--- src/rtl/outport_scan_display.sv ---
// Multiplexed hex display for the 32-bit output port: one shared active-low
// 7-seg+DP bus, one-hot-low digit enables, frame-aligned update of the shown value.
module outport_scan_display #(
    parameter int REFRESH_DIV = 50000,
    parameter int NUM_DIGITS  = 8
) (
    input  logic                  clk,
    input  logic                  reset,
    input  logic [31:0]           in_data,
    input  logic                  in_load,
    input  logic [NUM_DIGITS-1:0] in_dp,
    input  logic                  in_blank_zeros,
    output logic [7:0]            out_seg,
    output logic [NUM_DIGITS-1:0] out_digit_n,
    output logic                  out_frame
);

    localparam int PW = (REFRESH_DIV > 1) ? $clog2(REFRESH_DIV) : 1;
    localparam int IW = (NUM_DIGITS > 1) ? $clog2(NUM_DIGITS) : 1;
    localparam int DW = 4 * NUM_DIGITS;

    logic [PW-1:0]         r_presc;
    logic [IW-1:0]         r_idx;
    logic [DW-1:0]         r_disp;
    logic [DW-1:0]         r_pend;
    logic                  r_pend_v;

    logic                  w_tc;
    logic                  w_wrap;
    logic [3:0]            w_nib;
    logic                  w_dp;
    logic                  w_blank;
    logic [NUM_DIGITS-1:0] w_lz;
    logic [7:0]            w_seg;
    logic [NUM_DIGITS-1:0] w_dig_n;

    function automatic logic [6:0] hex7(input logic [3:0] n);
        case (n)
            4'h0: hex7 = 7'h40;  4'h1: hex7 = 7'h79;
            4'h2: hex7 = 7'h24;  4'h3: hex7 = 7'h30;
            4'h4: hex7 = 7'h19;  4'h5: hex7 = 7'h12;
            4'h6: hex7 = 7'h02;  4'h7: hex7 = 7'h78;
            4'h8: hex7 = 7'h00;  4'h9: hex7 = 7'h10;
            4'hA: hex7 = 7'h08;  4'hB: hex7 = 7'h03;
            4'hC: hex7 = 7'h46;  4'hD: hex7 = 7'h21;
            4'hE: hex7 = 7'h06;  default: hex7 = 7'h0E;
        endcase
    endfunction

    assign w_tc   = (r_presc == PW'(REFRESH_DIV - 1));
    // Any out-of-range index is treated as the last digit so it recovers to 0.
    assign w_wrap = w_tc && (r_idx >= IW'(NUM_DIGITS - 1));

    always_comb begin
        w_nib   = 4'h0;
        w_dp    = 1'b0;
        w_blank = 1'b0;
        for (int i = 0; i < NUM_DIGITS; i++) begin
            w_lz[i] = ~|(r_disp >> (4 * i));
            if (r_idx == IW'(i)) begin
                w_nib   = r_disp[4*i +: 4];
                w_dp    = in_dp[i];
                w_blank = in_blank_zeros && (i > 0) && w_lz[i];
            end
        end
        w_seg   = w_blank ? 8'hFF : {~w_dp, hex7(w_nib)};
        w_dig_n = ~(NUM_DIGITS'(1) << r_idx);
    end

    always_ff @(posedge clk) begin
        if (reset) begin
            r_presc     <= '0;
            r_idx       <= '0;
            r_disp      <= '0;
            r_pend      <= '0;
            r_pend_v    <= 1'b0;
            out_seg     <= 8'hFF;
            out_digit_n <= '1;
            out_frame   <= 1'b0;
        end else begin
            r_presc <= w_tc ? '0 : r_presc + PW'(1);
            if (w_tc)
                r_idx <= w_wrap ? '0 : r_idx + IW'(1);

            // A load landing on the boundary edge bypasses the pending register.
            if (w_wrap) begin
                if (in_load)
                    r_disp <= in_data[DW-1:0];
                else if (r_pend_v)
                    r_disp <= r_pend;
                r_pend_v <= 1'b0;
            end else if (in_load) begin
                r_pend   <= in_data[DW-1:0];
                r_pend_v <= 1'b1;
            end

            out_seg     <= w_seg;
            out_digit_n <= w_dig_n;
            out_frame   <= (r_idx == '0) && (r_presc == '0);
        end
    end

endmodule

--- config.mk ---
export PLATFORM = sky130hd
export DESIGN_NAME = outport_scan_display
export DESIGN_NICKNAME = d
export VERILOG_FILES = /design/src/rtl/outport_scan_display.sv
export SDC_FILE = /design/constraint.sdc
export NUM_CORES = 1
export LEC_CHECK = 0
export ABC_AREA = 1
export CAP_MARGIN = 20
export CORE_ASPECT_RATIO = 1.25
export CORE_UTILIZATION = 45
export DETAILED_ROUTE_END_ITERATION = 7
export HOLD_SLACK_MARGIN = 0.05
export PLACE_DENSITY = 0.79
export SKIP_LAST_GASP = 1
export SLEW_MARGIN = 25
export SYNTH_ARGS = -nofsm -noshare
export SYNTH_HDL_FRONTEND = slang
export SYNTH_SLANG_ARGS = --single-unit
export TNS_END_PERCENT = 50
--- constraint.sdc ---
create_clock -name clk -period 2.9 [get_ports clk]
set_clock_uncertainty 0.1 [all_clocks]
set_input_delay 0.29 -clock clk [delete_from_list [all_inputs] [get_ports clk]]
set_output_delay 0.29 -clock clk [all_outputs]
set_load 0.02 [all_outputs]
==> results of run 1 <==
-- layout by cell type, fill, tap and decap left out, types with 2 or more instances in the layout --
master / count
nand2_1: 174
nor2_1: 111
dfxtp_1: 101
o21ai_0: 69
clkdlybuf4s50_1: 60
inv_1: 49
nand3_1: 34
a31oi_1: 33
ha_1: 12
a21oi_1: 9
clkbuf_16: 9
nor4_1: 7
buf_4: 6
nand4_1: 5
xor2_1: 5
nor3b_1: 4
nor3_1: 3
or2_2: 3
a211oi_1: 3
clkinvlp_4: 3
nand2_4: 2
nand2_2: 2
nand3_2: 2
o21ai_1: 2
nor2_2: 2
bufinv_16: 2
-- registers in the layout, summed over array words and instances, names as in the netlist --
signal,count
out_seg,8
r_pend_v,1
out_digit_n,8
r_pend,32
r_presc,16
out_frame,1
r_disp,32
r_idx,3
-- path summary, 6_finish.rpt --
| kind | startpoint | endpoint | slack (ps) | cells after the start |
|---|---|---|---|---|
| max reg2reg | r_idx[1] | out_seg[2] | 220 | 14 |
| min reg2reg | r_presc[0] | r_presc[0] | 370 | 1 |
| max | r_idx[1] | out_seg[2] | 220 | 14 |
| min | r_presc[0] | r_presc[0] | 370 | 1 |
-- cell families after synthesis --
logic type / count (synthesis) / share of synthesized area (%)
xor+xnor: 5 / 0.9210
flops: 101 / 42.53
buf+inv: 85 / 7.789
fa+ha+maj: 12 / 3.158
simple gates: 352 / 30.87
compound gates: 122 / 14.74
-- layout make-up --
type	instances	area [um^2]	area share [%]
clock inverters	7	97.59	1.700
flip-flops and latches	101	2022	35.22
multi-input cells	491	2362	41.15
clock buffers	9	225.2	3.923
repair buffers	67	665.6	11.60
well taps	129	161.4	2.812
inverters	52	206.4	3.596
-- per-layer routing --
metal	share of wire [%]	vias to the layer above	GRT usage (%)	wire length [um]
met2	48	110	35.13	5072
met5	0	-	0	0
met4	2.0	0	9.538	212
met1	45	1954	24.22	4766
li1	-	2298	-	-
met3	4.3	18	4.910	449
-- power groups by stage --
stage / clock, mW / sequential [mW] / combinational [mW]
after global routing: 1.36 / 1.45 / 0.250
after global placement: 0 / 1.48 / 0.220
after detailed placement: 0 / 1.48 / 0.224
after CTS: 1.30 / 1.45 / 0.225
after floorplan: 0 / 1.49 / 0.108
final: 1.27 / 1.45 / 0.225
-- repair_timing --
item | CTS | global route
buffers inserted | 0 | 0
setup endpoints to repair | 0 | 35
gates resized for setup | 0 | 1
-- stage by stage --
step / hold slack [ps] / setup TNS [ps]
after floorplan: 330.0 / 0
after global placement: 343.1 / 0
after detailed placement: 368.9 / 0
after CTS: 379.0 / 0
after global routing: 397.1 / -138.5
final: 370.5 / 0
-- worst max-delay path, stage by stage, from the launching register on --
cell and delay [ps]:
dfxtp_1 350, inv_1 120, ha_1 360, nand2_1 210
inv_1 240, nor2_1 70, nand2_1 70, nand2_1 50
a21boi_1 320, inv_1 120, ha_1 230, nand3_1 110
nor2_1 60, nor2_1 110, nand2_1 50
==> reports/metrics.yaml, run 1 <==
leakagePower_nw: 2.457
slew_viol_final: 0
fin_area_um2: 5741
grt_pass1_vias: 4132
critPathLaunchType: "flip-flop"
placed_cells: 840
drt_iter0_drc: 235
synth.distinct_cells: 35
cp.required_ps: 3040
cp.arrival_ps: 2820
cts_buffers: 9
hp-class: "reg -> reg"
async_flop_share_pct: 0
die-width_um: 93.94
switching_power_mw: 0.6506
antenna_cells: 0
status: "completed"
grt_overflow: 0
fp.dieH_um: 116.9
p_sw_share_pct: 22.09
htree_levels: 3
fin_util_pct: 56.23
pre_cts_ws_ps: 325.4
postSynthAreaPerCell_um2: 7.023
cellPowerDensity_nw_per_um2: 512.9
drive_above_1_share_pct: 5.502
wl_per_cell_um: 12.27
ioPinCount: 61
cts_buffer_depth: 2
cts.sinks: 101
peakVddDrop_mv: 0.2828
dieArea_um2: 10980
synth-seq-cells: 101
setup_viol: 0
synth_most_common_cell: "nand2_1"
postPlaceCellArea_um2: 5414
crit_type: "reg -> reg"
row_count: 41
yosys-top-cells-count: "nand2_1 (174), nor2_1 (111), dfxtp_1 (101)"
worst_pin_slew_ps: 598.9
fin_cells: 856
vias: 4380
synthesis.area_um2: 4755
fin_crit_sh_pct: 92.39
syn_to_final_growth_pct: 20.74
power_frac_comb_pct: 7.6
yosys_most_used_dff: "dfxtp_1"
cts_tree: "done"
synth_top_area_share_pct: 42.53
portBuffers: 60
drtPass1Iterations: 5
antenna_found_initial: 0
layout.nets: 778
cts_root_buf: "clkbuf_16"
clock_latency_ps: 350
synth_largest_area_cell: "dfxtp_1"
viasPerCell: 5.117
syn_inst: 677
drc: 0
synth_seq_area_share_pct: 42.53
finalHoldViolations: 0
clkPwrFrac_pct: 43.1
intPower_mw: 2.294
syn-num-nets: 733
grt_max_degree: 65
ctsHoldBuffers: 0
synth_area_leaders: "dfxtp_1 (43%), nand2_1 (14%), nor2_1 (8.8%)"
post-route-worst-setup-slack_ps: 220.6
grt_first_pass_wirelength_um: 17770
dp_hpwl_um: 7465
wl_um: 10500
final_antenna_net_count: 0
core_region_area_um2: 10210
power_frac_seq_pct: 49.2
rsz0062_at_grt: "true"
grt_usage_pct: 20.51
period_minus_slack_ps: 2679
maxCapViolations: 0
slew-limit-headroom_pct: 59.70
critPathCaptureType: "flip-flop"
finalPower_mw: 2.945
crit_path_max_fanout: 8
fillCellCount: 910
synth_edf_count: 0
clkSlewWorstSetupHoldPaths_ps: 70
gp_congestion: 0.8845
synth_warnings: 0
fmax_ghz: 0.3732
start_util_pct: 46.57
(Power assumes the default switching activity.)
==> run 2, diff against run 1 <==
--- a/config.mk
+++ b/config.mk
@@ -12,6 +12,7 @@
 export DETAILED_ROUTE_END_ITERATION = 7
 export HOLD_SLACK_MARGIN = 0.05
 export PLACE_DENSITY = 0.79
+export REMOVE_ABC_BUFFERS = 1
 export SKIP_LAST_GASP = 1
 export SLEW_MARGIN = 25
 export SYNTH_ARGS = -nofsm -noshare
==> run 2 against run 1 <==
Against the previous run:
- final area fell by 0.24%
- clock power decreased by 6%
- maximum frequency increased by 4.8%
==> reports/metrics.yaml, run 2 (synthesis gave the netlist of run 1 again) <==
status: "completed"
clock_latency_ps: 350
fmax_ghz: 0.3912
drc: 0
fin_crit_sh_pct: 88.15
dp_hpwl_um: 7726
wl_per_cell_um: 12.64
antenna_found_initial: 0
cts_tree: "done"
multi_input_area_um2: 2366
largestRegisters: "r_disp: 32 flops, r_pend: 32 flops, r_presc: 16 flops"
slew-limit-headroom_pct: 48.73
grt_pass1_vias: 4247
ioPinCount: 61
final-seq-area_um2: 2022
crit_path_max_fanout: 9
setup_viol: 0
peakVddDrop_mv: 0.2577
worst_pin_slew_ps: 762.0
grt_max_degree: 65
core_region_area_um2: 10210
ctsHoldBuffers: 0
cp.required_ps: 3020
fin_cells: 858
cellPowerDensity_nw_per_um2: 500.6
maxCapViolations: 0
critPathCaptureType: "flip-flop"
finalHoldViolations: 0
cts_buffers: 9
fillCellCount: 966
syn_to_final_growth_pct: 20.45
final_antenna_net_count: 0
grt_first_pass_wirelength_um: 18760
postPlaceCellArea_um2: 5429
critPathLaunchType: "flip-flop"
gp_congestion: 0.8896
drt_iter0_drc: 316
portBuffers: 60
cts_root_buf: "clkbuf_16"
cts_buffer_depth: 2
cts.sinks: 101
fin_area_um2: 5727
clkSlewWorstSetupHoldPaths_ps: 60
row_count: 41
grt_overflow: 0
wl_um: 10850
rsz0062_at_grt: "false"
hp-class: "reg -> reg"
htree_levels: 3
die-width_um: 93.94
start_util_pct: 46.57
dieArea_um2: 10980
drtPass1Iterations: 6
period_minus_slack_ps: 2556
viasPerCell: 5.207
final_cell_mix: "nand2_1 (174), nor2_1 (111), dfxtp_1 (101)"
cp.arrival_ps: 2680
vias: 4468
leakagePower_nw: 2.464
cts_resized: 0
layout.nets: 780
fp.dieH_um: 116.9
slew_viol_final: 0
layout_commonest_cell: "nand2_1"
cts_setup_buffers: 0
crit_type: "reg -> reg"
fin_tns_setup_ps: 0
antenna_cells: 0
grt_usage_pct: 21.82
placed_cells: 842
drive_above_1_share_pct: 5.487
## run 2: cell count changes in the layout (fill, tap and decap cells not counted), sizes merged
cell,before,now
clkinvlp,3,1
clkbuf,9,12
bufinv,2,1
buf,7,9
## run 2: worst paths after layout
check	startpoint	to	cells past startpoint	slack [ps]
max	r_idx[2]	out_seg[3]	16	340
min	r_presc[0]	r_presc[0]	1	370
max reg2reg	r_idx[2]	out_seg[3]	16	340
min reg2reg	r_presc[0]	r_presc[0]	1	370
## run 2: power by group
| group | switching (mW) | internal (mW) | total, mW |
|---|---|---|---|
| clock | 0.499 | 0.690 | 1.19 |
| combinational | 0.121 | 0.108 | 0.229 |
| sequential | 0.0202 | 1.43 | 1.45 |
| total | 0.640 | 2.23 | 2.87 |
## run 2: worst max-delay path, cell delays in order, from the launching register on
cell and delay (ps):
dfxtp_1 600, inv_8 80, ha_1 280, inv_1 170, o21ai_0 110, inv_1 60, nand2_1 60, nand2_1 60
nand2_1 50, nand2_1 60, nand2_1 60, nand2_1 130, inv_1 100, ha_1 310, nand2_1 60, nand3_1 70
nand3_1 80
## run 2: layout make-up
class	instances	share of cell area (%)
Clock buffer	12	4.304
Clock inverter	4	0.8302
Inverter	52	3.539
Multi-Input combinational cell	491	41.32
Sequential cell	101	35.31
Tap cell	129	2.818
Timing Repair Buffer	69	11.89
## run 2: per-layer routing
metal	global-route usage [%]	up-vias	wire, um
met5	0	-	0
met2	37.76	120	5318
met4	14.56	0	473
li1	-	2297	-
met3	3.230	33	404
met1	24.95	2018	4652
## run 2: stage by stage
stage	hold WS (ps)	setup WS (ps)	total power, mW	util, %
final	371.2	343.6	2.867	56.10
after global routing	402.9	24.46	2.981	56.10
after CTS	373.2	282.1	2.885	56.06
after detailed placement	357.8	325.3	1.711	53.18
after global placement	344.8	423.9	1.703	53.18
after floorplan	330.0	325.5	1.582	-
==> run 3, diff against run 2 <==
--- a/config.mk
+++ b/config.mk
@@ -10,8 +10,9 @@
 export CORE_ASPECT_RATIO = 1.25
 export CORE_UTILIZATION = 45
 export DETAILED_ROUTE_END_ITERATION = 7
+export DONT_BUFFER_PORTS = 1
 export HOLD_SLACK_MARGIN = 0.05
-export PLACE_DENSITY = 0.79
+export PLACE_DENSITY = 0.72
 export REMOVE_ABC_BUFFERS = 1
 export SKIP_LAST_GASP = 1
 export SLEW_MARGIN = 25
==> run 3 against run 2 <==
Against the previous run:
- sequential share of layout area rose by 1.4 points
- cell count fell by 2.6%
- register-to-register slack barely moved
- clock power fell by 7%
- non-clock buffer count fell by 20
- sequential power barely moved
- count of clock-buffer cells in the layout fell by 1
- global-route usage rose by 0.38 points
- via count fell by 2.4%
- sequential cell count did not move
- first-iteration DRC count fell by 19%
- critical path type unchanged
- critical endpoint unchanged
- highest routed layer unchanged
==> reports/metrics.yaml, run 3 (synthesis gave the netlist of run 1 again) <==
critPathLaunchType: "flip-flop"
maxCapViolations: 0
top_layer: "met4"
finalPower_mw: 2.757
peakVddDrop_mv: 0.2811
die-width_um: 93.94
cp.required_ps: 3020
wl_met1_um: 4885
cts_setup_buffers: 0
pre_cts_ws_ps: 344.2
clkPwrFrac_pct: 40.2
worst_path_most_repeated_cell: "nand2_1"
r2r_slack_ps: 340
ioPinCount: 61
wl_met3_um: 605
cts_root_buf: "clkbuf_16"
grt_pass1_vias: 4149
crit_type: "reg -> reg"
period_minus_slack_ps: 2557
finalHoldViolations: 0
start_util_pct: 46.57
cp_slowest_cell: "dfxtp_1"
post-route-worst-setup-slack_ps: 343.2
cts_buffers: 9
critPathMaxStageDelay_ps: 590
slew_viol_final: 0
layout.nets: 760
viasPerCell: 5.215
syn_to_final_growth_pct: 15.92
drt_iter0_drc: 257
fp.dieH_um: 116.9
final_antenna_net_count: 0
dieArea_um2: 10980
slew-limit-headroom_pct: 39.51
cts.sinks: 101
vias: 4360
antenna_cells: 0
hp-class: "in -> reg"
final_cell_mix: "nand2_1 (174), nor2_1 (111), dfxtp_1 (101)"
wl_um: 11340
crit_path_max_fanout: 9
core_region_area_um2: 10210
grt_overflow: 0
grt_first_pass_wirelength_um: 19050
intPower_mw: 2.109
dp_hpwl_um: 7430
critPathBufInv: 4
grt_max_degree: 65
rsz0062_at_grt: "false"
wl_per_cell_um: 13.57
worst_pin_slew_ps: 904.4
fin_crit_sh_pct: 88.17
portBuffers: 0
largestRegisters: "r_disp: 32 flops, r_pend: 32 flops, r_presc: 16 flops"
status: "completed"
drc: 0
cp.arrival_ps: 2670
htree_levels: 3
grt_usage_pct: 22.19
fmax_ghz: 0.3911
row_count: 41
switching_power_mw: 0.6480
drive_above_1_share_pct: 5.092
setup_viol: 0
critPathCaptureType: "flip-flop"
cts_buffer_depth: 2
cellPowerDensity_nw_per_um2: 500.2
layout_commonest_cell: "nand2_1"
p_sw_share_pct: 23.51
power_frac_seq_pct: 53.0
drtPass1Iterations: 5
fin_tns_setup_ps: 0
clock_latency_ps: 350
critPathTopFamily: "simple AND/OR/NAND/NOR gates"
antenna_found_initial: 0
cts_tree: "done"
dr_wl_met2_um: 5620
clkSlewWorstSetupHoldPaths_ps: 70
power_frac_comb_pct: 6.8
path_cells: "inv_8 -> ha_1 -> inv_1 -> o21ai_0 -> inv_1 -> nand2_1 -> nand2_1 -> nand2_1 -> nand2_1 -> nand2_1 -> nand2_1 -> inv_1 -> ha_1 -> nand2_1 -> nand3_1 -> nand3_1"
leakagePower_nw: 2.350
gp_congestion: 0.9070
[run 3: cell count changes in the layout (fill, tap and decap cells not counted), moves of 2 or more]
| cell | before | now |
|---|---|---|
| dlygate4sd3_1 | 0 | 44 |
| clkinv_2 | 2 | 0 |
| clkdlybuf4s50_1 | 60 | 0 |
| buf_4 | 8 | 4 |
[run 3: path summary, 6_finish.rpt]
path,from,end,cells past startpoint
worst max-delay path,r_idx[2],out_seg[3],16
worst min-delay path,in_dp[7],out_seg[7],3
worst max register to register,r_idx[2],out_seg[3],16
worst min register to register,r_presc[0],r_presc[0],1
[run 3: timing repair]
| item | in CTS | in global routing |
|---|---|---|
| gates resized for setup | 0 | 2 |
| setup endpoints to repair | 0 | 4 |
| hold buffers | 44 | 0 |
| hold endpoints to repair | 64 | 0 |
[run 3: tightest hold or removal path, stage by stage]
cell     delay, ps
nor2_1          90
nor2_1          50
nand2_1         80
[run 3: per-stage QoR]
stage          hold WS (ps)  util [%]  area [um^2]  cells
2_1_floorplan         330.0         -         4587    644
3_3_place_gp          347.6     47.00         4798    778
3_5_place_dp          353.7     47.00         4798    778
4_1_cts               80.81     53.93         5505    836
5_1_grt               100.5     53.99         5512    836
6_report              105.2     53.99         5512    836
[run 3: power groups by stage]
stage	sequential, mW	clock, mW	combinational, mW
after floorplan	1.49	0	0.0955
after global placement	1.49	0	0.124
after detailed placement	1.49	0	0.129
after CTS	1.46	1.13	0.186
after global routing	1.46	1.19	0.211
final	1.46	1.11	0.187
[run 3: area by class of cell]
cell class	count	area [um^2]
clock buffer	11	242.7
clock inverter	3	23.77
fill	952	4697
inverter	52	202.7
multi-input combinational	491	2369
sequential	101	2022
tap	129	161.4
timing repair buffer	49	490.5
[run 3: per-layer routing]
layer  GRT usage [%]  up-vias
met3           5.556       20
li1                -     2255
met4           9.846        0
met1           25.72     1969
met5               0        -
met2           38.64      116
